### src/rtl/channel_estimator_mlane.sv
// rtl/channel_estimator_mlane.sv - multi-lane saturating LMS channel estimator with command port
// Optional tap leakage is compiled in with `define CHAN_EST_LEAK_EN.
module channel_estimator_mlane #(
   parameter int est_depth      = 30,
   parameter int est_bitwidth   = 8,
   parameter int adapt_bitwidth = 16,
   parameter int err_bitwidth   = 9,
   parameter int num_lanes      = 2,
   parameter int leak_shift     = 12
) (
   input  logic                                   clk,
   input  logic                                   rst,
   input  logic [err_bitwidth*est_depth-1:0]      error,
   input  logic [1:0]                             sym,
   input  logic                                   upd_valid,
   input  logic [$clog2(adapt_bitwidth)-1:0]      gain,
   input  logic                                   cmd_valid,
   output logic                                   cmd_ready,
   input  logic [1:0]                             cmd_op,
   input  logic [$clog2(est_depth)-1:0]           cmd_addr,
   input  logic [est_bitwidth-1:0]                cmd_val,
   output logic                                   rd_valid,
   output logic [est_bitwidth+adapt_bitwidth-1:0] rd_data,
   output logic                                   sweep_done,
   output logic                                   frozen,
   output logic [est_bitwidth*est_depth-1:0]      est_chan
);

   localparam int W   = est_bitwidth + adapt_bitwidth;
   localparam int AW  = err_bitwidth + adapt_bitwidth + 2;
   // Sum width leaves headroom for the largest adj so the clamp sees the true sign.
   localparam int SW  = ((AW > W) ? AW : W) + 2;
   localparam int GW  = $clog2(adapt_bitwidth);
   localparam int CAW = $clog2(est_depth);

   localparam logic [1:0] OP_LOAD   = 2'b00;
   localparam logic [1:0] OP_READ   = 2'b01;
   localparam logic [1:0] OP_CLEAR  = 2'b10;
   localparam logic [1:0] OP_FREEZE = 2'b11;

   typedef enum logic [1:0] {S_RUN, S_FROZEN, S_CLEAR} state_t;

   if (num_lanes < 1 || num_lanes > est_depth) begin : g_bad_lanes
      $error("num_lanes must be within 1..est_depth");
   end
   if (leak_shift < 0 || leak_shift >= W) begin : g_bad_leak
      $error("leak_shift must be within 0..W-1");
   end

   state_t                  state, state_nxt, ret_state;
   logic signed [W-1:0]     int_chan [est_depth];
   logic signed [W-1:0]     tap_next [est_depth];
   logic signed [err_bitwidth-1:0] err_arr [est_depth];
   logic [CAW-1:0]          gp;
   logic [CAW-1:0]          cp;
   logic                    cmd_acc;
   logic                    addr_ok;
   logic                    upd_en;
   logic                    grp_last;
   logic                    clear_last;

   // Unpack the flat error bus and export the integer part of each tap.
   for (genvar i = 0; i < est_depth; i++) begin : g_lane_io
      assign err_arr[i] = error[i*err_bitwidth +: err_bitwidth];
      assign est_chan[i*est_bitwidth +: est_bitwidth] = int_chan[i][W-1:adapt_bitwidth];
   end

   assign cmd_acc    = cmd_valid & cmd_ready;
   assign addr_ok    = int'(cmd_addr) < est_depth;
   assign upd_en     = (state == S_RUN) && upd_valid;
   assign grp_last   = int'(gp) + num_lanes >= est_depth;
   assign clear_last = int'(cp) + num_lanes >= est_depth;

   // One tap update: cur + sym weight * (err <<< gain), optionally leaked, clamped to W bits.
   function automatic logic signed [W-1:0] upd_tap(
      input logic signed [W-1:0]            cur,
      input logic signed [err_bitwidth-1:0] e,
      input logic [1:0]                     s,
      input logic [GW-1:0]                  g
   );
      logic signed [AW-1:0] es;
      logic signed [AW-1:0] adj;
      logic signed [SW-1:0] sum;
`ifdef CHAN_EST_LEAK_EN
      logic signed [W-1:0]  lk;
`endif
      es = {{(AW-err_bitwidth){e[err_bitwidth-1]}}, e};
      es = es <<< g;
      case (s)
         2'b00:   adj = es;
         2'b01:   adj = es + (es <<< 1);
         2'b10:   adj = -es;
         default: adj = -(es + (es <<< 1));
      endcase
      sum = {{(SW-W){cur[W-1]}}, cur} + {{(SW-AW){adj[AW-1]}}, adj};
`ifdef CHAN_EST_LEAK_EN
      lk  = cur >>> leak_shift;
      sum = sum - {{(SW-W){lk[W-1]}}, lk};
`endif
      if (sum[SW-1:W-1] == {(SW-W+1){sum[SW-1]}}) begin
         return sum[W-1:0];
      end else if (sum[SW-1]) begin
         return {1'b1, {(W-1){1'b0}}};
      end else begin
         return {1'b0, {(W-1){1'b1}}};
      end
   endfunction

   // Next tap values: group update, then clear sweep, then LOAD (LOAD wins on overlap).
   always_comb begin
      for (int i = 0; i < est_depth; i++) begin
         tap_next[i] = int_chan[i];
      end
      if (upd_en) begin
         for (int l = 0; l < num_lanes; l++) begin
            if (int'(gp) + l < est_depth) begin
               tap_next[CAW'(int'(gp) + l)] = upd_tap(int_chan[CAW'(int'(gp) + l)],
                                                      err_arr[CAW'(int'(gp) + l)], sym, gain);
            end
         end
      end
      if (state == S_CLEAR) begin
         for (int l = 0; l < num_lanes; l++) begin
            if (int'(cp) + l < est_depth) begin
               tap_next[CAW'(int'(cp) + l)] = '0;
            end
         end
      end
      if (cmd_acc && cmd_op == OP_LOAD && addr_ok) begin
         tap_next[cmd_addr] = {cmd_val, {adapt_bitwidth{1'b0}}};
      end
   end

   // State register.
   always_ff @(posedge clk or posedge rst) begin
      if (rst) begin
         state <= S_RUN;
      end else begin
         state <= state_nxt;
      end
   end

   // Next-state: commands move between RUN/FROZEN/CLEAR; CLEAR returns to the saved state.
   always_comb begin
      state_nxt = state;
      case (state)
         S_RUN, S_FROZEN: begin
            if (cmd_acc && cmd_op == OP_CLEAR) begin
               state_nxt = S_CLEAR;
            end else if (cmd_acc && cmd_op == OP_FREEZE) begin
               state_nxt = cmd_val[0] ? S_FROZEN : S_RUN;
            end
         end
         S_CLEAR: begin
            if (clear_last) begin
               state_nxt = ret_state;
            end
         end
         default: state_nxt = S_RUN;
      endcase
   end

   // State-decoded outputs.
   always_comb begin
      cmd_ready = (state != S_CLEAR);
      frozen    = (state == S_FROZEN);
   end

   // Tap registers, group/clear pointers, read-back and sweep pulse.
   always_ff @(posedge clk or posedge rst) begin
      if (rst) begin
         for (int i = 0; i < est_depth; i++) begin
            int_chan[i] <= '0;
         end
         gp         <= '0;
         cp         <= '0;
         ret_state  <= S_RUN;
         rd_valid   <= 1'b0;
         rd_data    <= '0;
         sweep_done <= 1'b0;
      end else begin
         for (int i = 0; i < est_depth; i++) begin
            int_chan[i] <= tap_next[i];
         end
         rd_valid   <= 1'b0;
         sweep_done <= 1'b0;
         if (upd_en) begin
            if (grp_last) begin
               gp         <= '0;
               sweep_done <= 1'b1;
            end else begin
               gp <= gp + CAW'(num_lanes);
            end
         end
         if (state == S_CLEAR) begin
            if (clear_last) begin
               cp <= '0;
               gp <= '0;
            end else begin
               cp <= cp + CAW'(num_lanes);
            end
         end
         if (cmd_acc && cmd_op == OP_CLEAR) begin
            cp        <= '0;
            ret_state <= (state == S_FROZEN) ? S_FROZEN : S_RUN;
         end
         if (cmd_acc && cmd_op == OP_READ) begin
            rd_valid <= 1'b1;
            rd_data  <= addr_ok ? int_chan[cmd_addr] : '0;
         end
      end
   end

endmodule

### config.mk
export PLATFORM = sky130hd
export DESIGN_NAME = channel_estimator_mlane
export DESIGN_NICKNAME = d
export VERILOG_FILES = /design/src/rtl/channel_estimator_mlane.sv
export SDC_FILE = /design/constraint.sdc
export NUM_CORES = 2
export LEC_CHECK = 0
export BUFFER_PORTS_ARGS = -buffer_cell sky130_fd_sc_hd__buf_2
export CAP_MARGIN = 30
export CORE_MARGIN = 1
export CORE_UTILIZATION = 35
export DETAILED_ROUTE_END_ITERATION = 8
export PLACE_DENSITY_LB_ADDON = 0.2
export RECOVER_POWER = 25
export SETUP_SLACK_MARGIN = 0.5
export SYNTH_ARGS = -nofsm -noshare
export SYNTH_HDL_FRONTEND = slang
export SYNTH_SLANG_ARGS = --single-unit
### constraint.sdc
create_clock -name clk -period 42.8 [get_ports clk]
set_input_delay 2.14 -clock clk [delete_from_list [all_inputs] [get_ports clk]]
set_output_delay 2.14 -clock clk [all_outputs]
set_load 0.05 [all_outputs]
==> flow_results.xml <==
<?xml version="1.0" encoding="UTF-8"?>
<metrics>
  <group name="die">
    <metric name="die_w" unit="um">432</metric>
    <metric name="die_height" unit="um">432</metric>
    <metric name="std_cell_rows" unit="">157</metric>
    <metric name="floorplan.initialDensity" unit="">0.353</metric>
    <metric name="io-pin-count" unit="">563</metric>
    <metric name="core_region_area" unit="mm^2">0.183</metric>
    <metric name="floorplan.die_area" unit="mm^2">0.187</metric>
  </group>
  <group name="clock_tree">
    <metric name="cts_setup_buffers" unit="">0</metric>
    <metric name="tritoncts.num_buffers" unit="">88</metric>
    <metric name="max-clock-path-buffers" unit="">3</metric>
    <metric name="tritoncts" unit="">yes</metric>
    <metric name="cts_hold_repair.buffers" unit="">0</metric>
    <metric name="insertion_delay" unit="ps">760</metric>
    <metric name="cts.reportedPaths.clkPinSlew" unit="ps">60</metric>
    <metric name="clock_tree.root_cell" unit="">clkbuf_16</metric>
    <metric name="cts_repair_resize_count" unit="">0</metric>
    <metric name="clock_tree.htree_level_count" unit="">3</metric>
    <metric name="numClockSinks" unit="">758</metric>
  </group>
  <group name="layout">
    <metric name="final_core_utilization" unit="">0.395</metric>
    <metric name="synthToLayoutAreaGrowth" unit="%">11.8</metric>
    <metric name="num-nets-final" unit="">7105</metric>
    <metric name="layout.filler_cells" unit="">18265</metric>
    <metric name="postLayoutCellArea" unit="mm^2">0.0724</metric>
    <metric name="drive_gt1_frac" unit="">0.272</metric>
  </group>
  <group name="synthesis">
    <metric name="synth_area" unit="mm^2">0.0648</metric>
    <metric name="synth.avg_cell_area" unit="um^2">9.94</metric>
    <metric name="synthArstFlopShare" unit="">1.00</metric>
    <metric name="post_synth_top_flop" unit="">dfrtp_1</metric>
    <metric name="synth.distinct_cells" unit="">103</metric>
    <metric name="mappedNetlistNets" unit="">6971</metric>
    <metric name="ys_ff_latch" unit="">758</metric>
    <metric name="yosysWarningCount" unit="">0</metric>
    <metric name="ys_seq_area_frac" unit="">0.293</metric>
    <metric name="syn_inst" unit="">6515</metric>
    <metric name="synth-edff-count" unit="">0</metric>
  </group>
  <group name="setup_path">
    <metric name="worst_path_most_repeated_cell" unit="">o21ai_0</metric>
    <metric name="cpPeakStageDelay" unit="ps">1990</metric>
    <metric name="end_kind" unit="">register</metric>
    <metric name="critical_path_peak_fanout" unit="">60</metric>
    <metric name="crit_path_top_delay_cell" unit="">dfrtp_1</metric>
    <metric name="startpoint_type" unit="">register</metric>
    <metric name="regToRegSetupSlack" unit="ps">26430</metric>
    <metric name="timing.reg2reg.worst_path_depth" unit="">35</metric>
    <metric name="worstReg2RegEnd" unit="">int_chan[340]$_DFF_PP0_</metric>
    <metric name="critPathRequiredTime" unit="ps">43390</metric>
    <metric name="worst_ep_arrival_time" unit="ps">16960</metric>
    <metric name="reg2reg_from" unit="">gp[1]$_DFF_PP0_</metric>
    <metric name="worstSetupPathType" unit="">register to register</metric>
  </group>
  <group name="run">
    <metric name="max-cap-violations" unit="">8</metric>
  </group>
  <group name="timing">
    <metric name="hold_slack" unit="ps">504</metric>
    <metric name="number_of_failing_hold_endpoints_at_the_final_stage" unit="">0</metric>
    <metric name="worst_slew_margin_rel" unit="">-5.33</metric>
    <metric name="fin_crit" unit="ps">16370</metric>
    <metric name="tns" unit="ps">0</metric>
    <metric name="finalSetupViolations" unit="">0</metric>
    <metric name="rsz0062_at_grt" unit="">no</metric>
    <metric name="clock.fmax" unit="GHz">0.0611</metric>
    <metric name="fin_crit_sh" unit="">0.382</metric>
    <metric name="finalClockSkew" unit="ps">82.1</metric>
    <metric name="timing_worst_slew_pin_value" unit="ps">9500</metric>
    <metric name="final_max_slew_viol_count" unit="">554</metric>
  </group>
  <group name="hold_path">
    <metric name="min-delay-start" unit="">rd_data[4]$_DFFE_PP0P_</metric>
    <metric name="hold_path_depth" unit="">1</metric>
    <metric name="hold-path-endpoint" unit="">rd_data[4]$_DFFE_PP0P_</metric>
    <metric name="worst_min_path_class" unit="">register to register</metric>
  </group>
  <group name="place">
    <metric name="dpl.hpwl" unit="mm">236</metric>
    <metric name="port_buffers" unit="">562</metric>
    <metric name="gp_congestion" unit="">1.02</metric>
    <metric name="cell_area_reported_after_detailed_placement" unit="mm^2">0.0690</metric>
  </group>
  <group name="global_route">
    <metric name="grt_remaining_overflow" unit="">0</metric>
    <metric name="first_pass_grt_wire_length" unit="mm">465</metric>
    <metric name="track_usage" unit="">0.345</metric>
    <metric name="grt_antenna_before_repair" unit="">21</metric>
    <metric name="grt_start_max_net_pins" unit="">179</metric>
    <metric name="grt_pass1_vias" unit="">60160</metric>
  </group>
  <group name="drt">
    <metric name="drc_marker_count_from_the_first_detailed_route_iteration" unit="">7900</metric>
    <metric name="vias" unit="">62666</metric>
    <metric name="drt_wl_total" unit="mm">330</metric>
    <metric name="drt-pass1-iter-count" unit="">8</metric>
    <metric name="post-route-drc-count" unit="">0</metric>
    <metric name="number_of_nets_with_antenna_violations_after_routing" unit="">0</metric>
    <metric name="route.detailed.wl_per_inst" unit="um">35.9</metric>
    <metric name="detail_route.vias_per_cell" unit="">6.81</metric>
  </group>
  <group name="outcome">
    <metric name="status" unit="">complete, but fails checks</metric>
    <metric name="failing_checks" unit="">capacitance limit, slew limit</metric>
  </group>
</metrics>
## synthesized netlist by cell type (24+ instances only)
| library cell | instances | area share |
|---|---|---|
| dfrtp_1 | 758 | 0.29 |
| mux4_2 | 605 | 0.21 |
| nand2_1 | 585 | 0.034 |
| nor2_1 | 388 | 0.022 |
| clkbuf_1 | 384 | 0.022 |
| o21ai_0 | 325 | 0.025 |
| a21oi_1 | 255 | 0.020 |
| buf_4 | 251 | 0.029 |
| o22ai_1 | 219 | 0.021 |
| and2_1 | 215 | 0.021 |
| ha_1 | 157 | 0.030 |
| mux2i_1 | 156 | 0.024 |
| nand3_1 | 155 | 0.012 |
| mux2_2 | 132 | 0.023 |
| nor3_1 | 132 | 0.010 |
| a221oi_1 | 131 | 0.018 |
| o221ai_1 | 128 | 0.017 |
| inv_1 | 126 | 0.0073 |
| nor2b_1 | 109 | 0.011 |
| a22oi_1 | 105 | 0.012 |
| o31ai_1 | 95 | 0.011 |
| a211oi_1 | 93 | 0.011 |
| buf_2 | 71 | 0.0055 |
| buf_1 | 66 | 0.0038 |
| xnor2_1 | 53 | 0.0072 |
| nor4_1 | 46 | 0.0044 |
| a21o_1 | 44 | 0.0051 |
| nand4_1 | 43 | 0.0042 |
| a32oi_1 | 42 | 0.0057 |
| nand2b_1 | 41 | 0.0040 |
| a31oi_1 | 37 | 0.0036 |
| a222oi_1 | 35 | 0.0054 |
| and3_1 | 35 | 0.0034 |
| o211ai_1 | 35 | 0.0041 |
| a22o_1 | 32 | 0.0043 |
| o21ai_1 | 32 | 0.0025 |
| o41ai_1 | 32 | 0.0043 |
| xor2_1 | 32 | 0.0043 |
| o21a_1 | 26 | 0.0030 |
| o21bai_1 | 24 | 0.0028 |
| or3_1 | 24 | 0.0023 |
## metrics by stage
step	instances	worst slack, ps
2_1_floorplan	6515	19390
3_3_place_gp	8964	28630
3_5_place_dp	9002	28590
4_1_cts	9164	28590
5_1_grt	9186	25360
6_report	9196	26430
## layout by cell type, fill, tap and decap left out, types with 131 or more instances in the layout
master and n:
mux4_2 605, mux2i_1 156, buf_4 214, a221oi_1 131, and2_1 210, ha_1 157
nor2_1 375, nand3_1 155, nand2_1 576, buf_2 569, mux2_2 132, dfrtp_1 754
o22ai_1 217, o21ai_0 323, a21oi_1 253
## routing by layer
layer / wire (um) / up-vias / track usage
li1: - / 25553 / -
met1: 122000 / 31857 / 0.428
met5: 77 / - / 0
met4: 28800 / 12 / 0.254
met3: 37100 / 910 / 0.102
met2: 142000 / 4334 / 0.507
## worst max path at each step
stage	from	depth (start not counted)	slack (ps)	to
after global placement	gp[1]$_DFF_PP0_	32	28630	int_chan[464]$_DFF_PP0_
after floorplan	rst	1	19390	cp[1]$_DFFE_PP0P_
final	gp[1]$_DFF_PP0_	35	26430	int_chan[340]$_DFF_PP0_
after global routing	gp[1]$_DFF_PP0_	35	25360	int_chan[340]$_DFF_PP0_
after detailed placement	gp[1]$_DFF_PP0_	34	28590	int_chan[628]$_DFF_PP0_
after CTS	gp[1]$_DFF_PP0_	34	28590	int_chan[340]$_DFF_PP0_
## sequential cells by signal, indices dropped and copies added, names as in the netlist
signal and flops:
ret_state 1, gp 5, int_chan 480, est_chan 240, sweep_done 1, rd_data 24, rd_valid 1, state 2
cp 4
## cell families after synthesis
| logic type | after synthesis | synth area share |
|---|---|---|
| XOR/XNOR | 85 | 0.0115 |
| multiplexers | 893 | 0.257 |
| flip-flops | 758 | 0.293 |
| buffers and inverters | 908 | 0.0690 |
| AO/OA/AOI/OAI | 1834 | 0.196 |
| AND/OR/NAND/NOR | 1875 | 0.142 |
| adder cells (fa/ha/maj) | 162 | 0.0317 |
## final cells by class
cell class	count	area, um^2	share of cell area
Multi-Input combinational cell	4849	41700	0.576
Sequential cell	758	19000	0.262
Timing Repair Buffer	821	4920	0.0680
Tap cell	2464	3080	0.0426
Clock buffer	127	2530	0.0349
Clock inverter	35	667	0.00921
Inverter	131	493	0.00681
Antenna cell	11	27.5	0.000380
## critical path, delay by kind of cell (launching register included)
| kind | cells | cell delay [ps] |
|---|---|---|
| compound gates | 14 | 4840 |
| xor+xnor | 1 | 270 |
| fa+ha+maj | 3 | 2120 |
| buf+inv | 5 | 2340 |
| flops | 1 | 1990 |
| mux | 2 | 1060 |
| simple gates | 10 | 3540 |
Power is left out: the tool's default activity adds up to more than one toggle a clock period on the data nets, which glitch-free logic cannot reach.
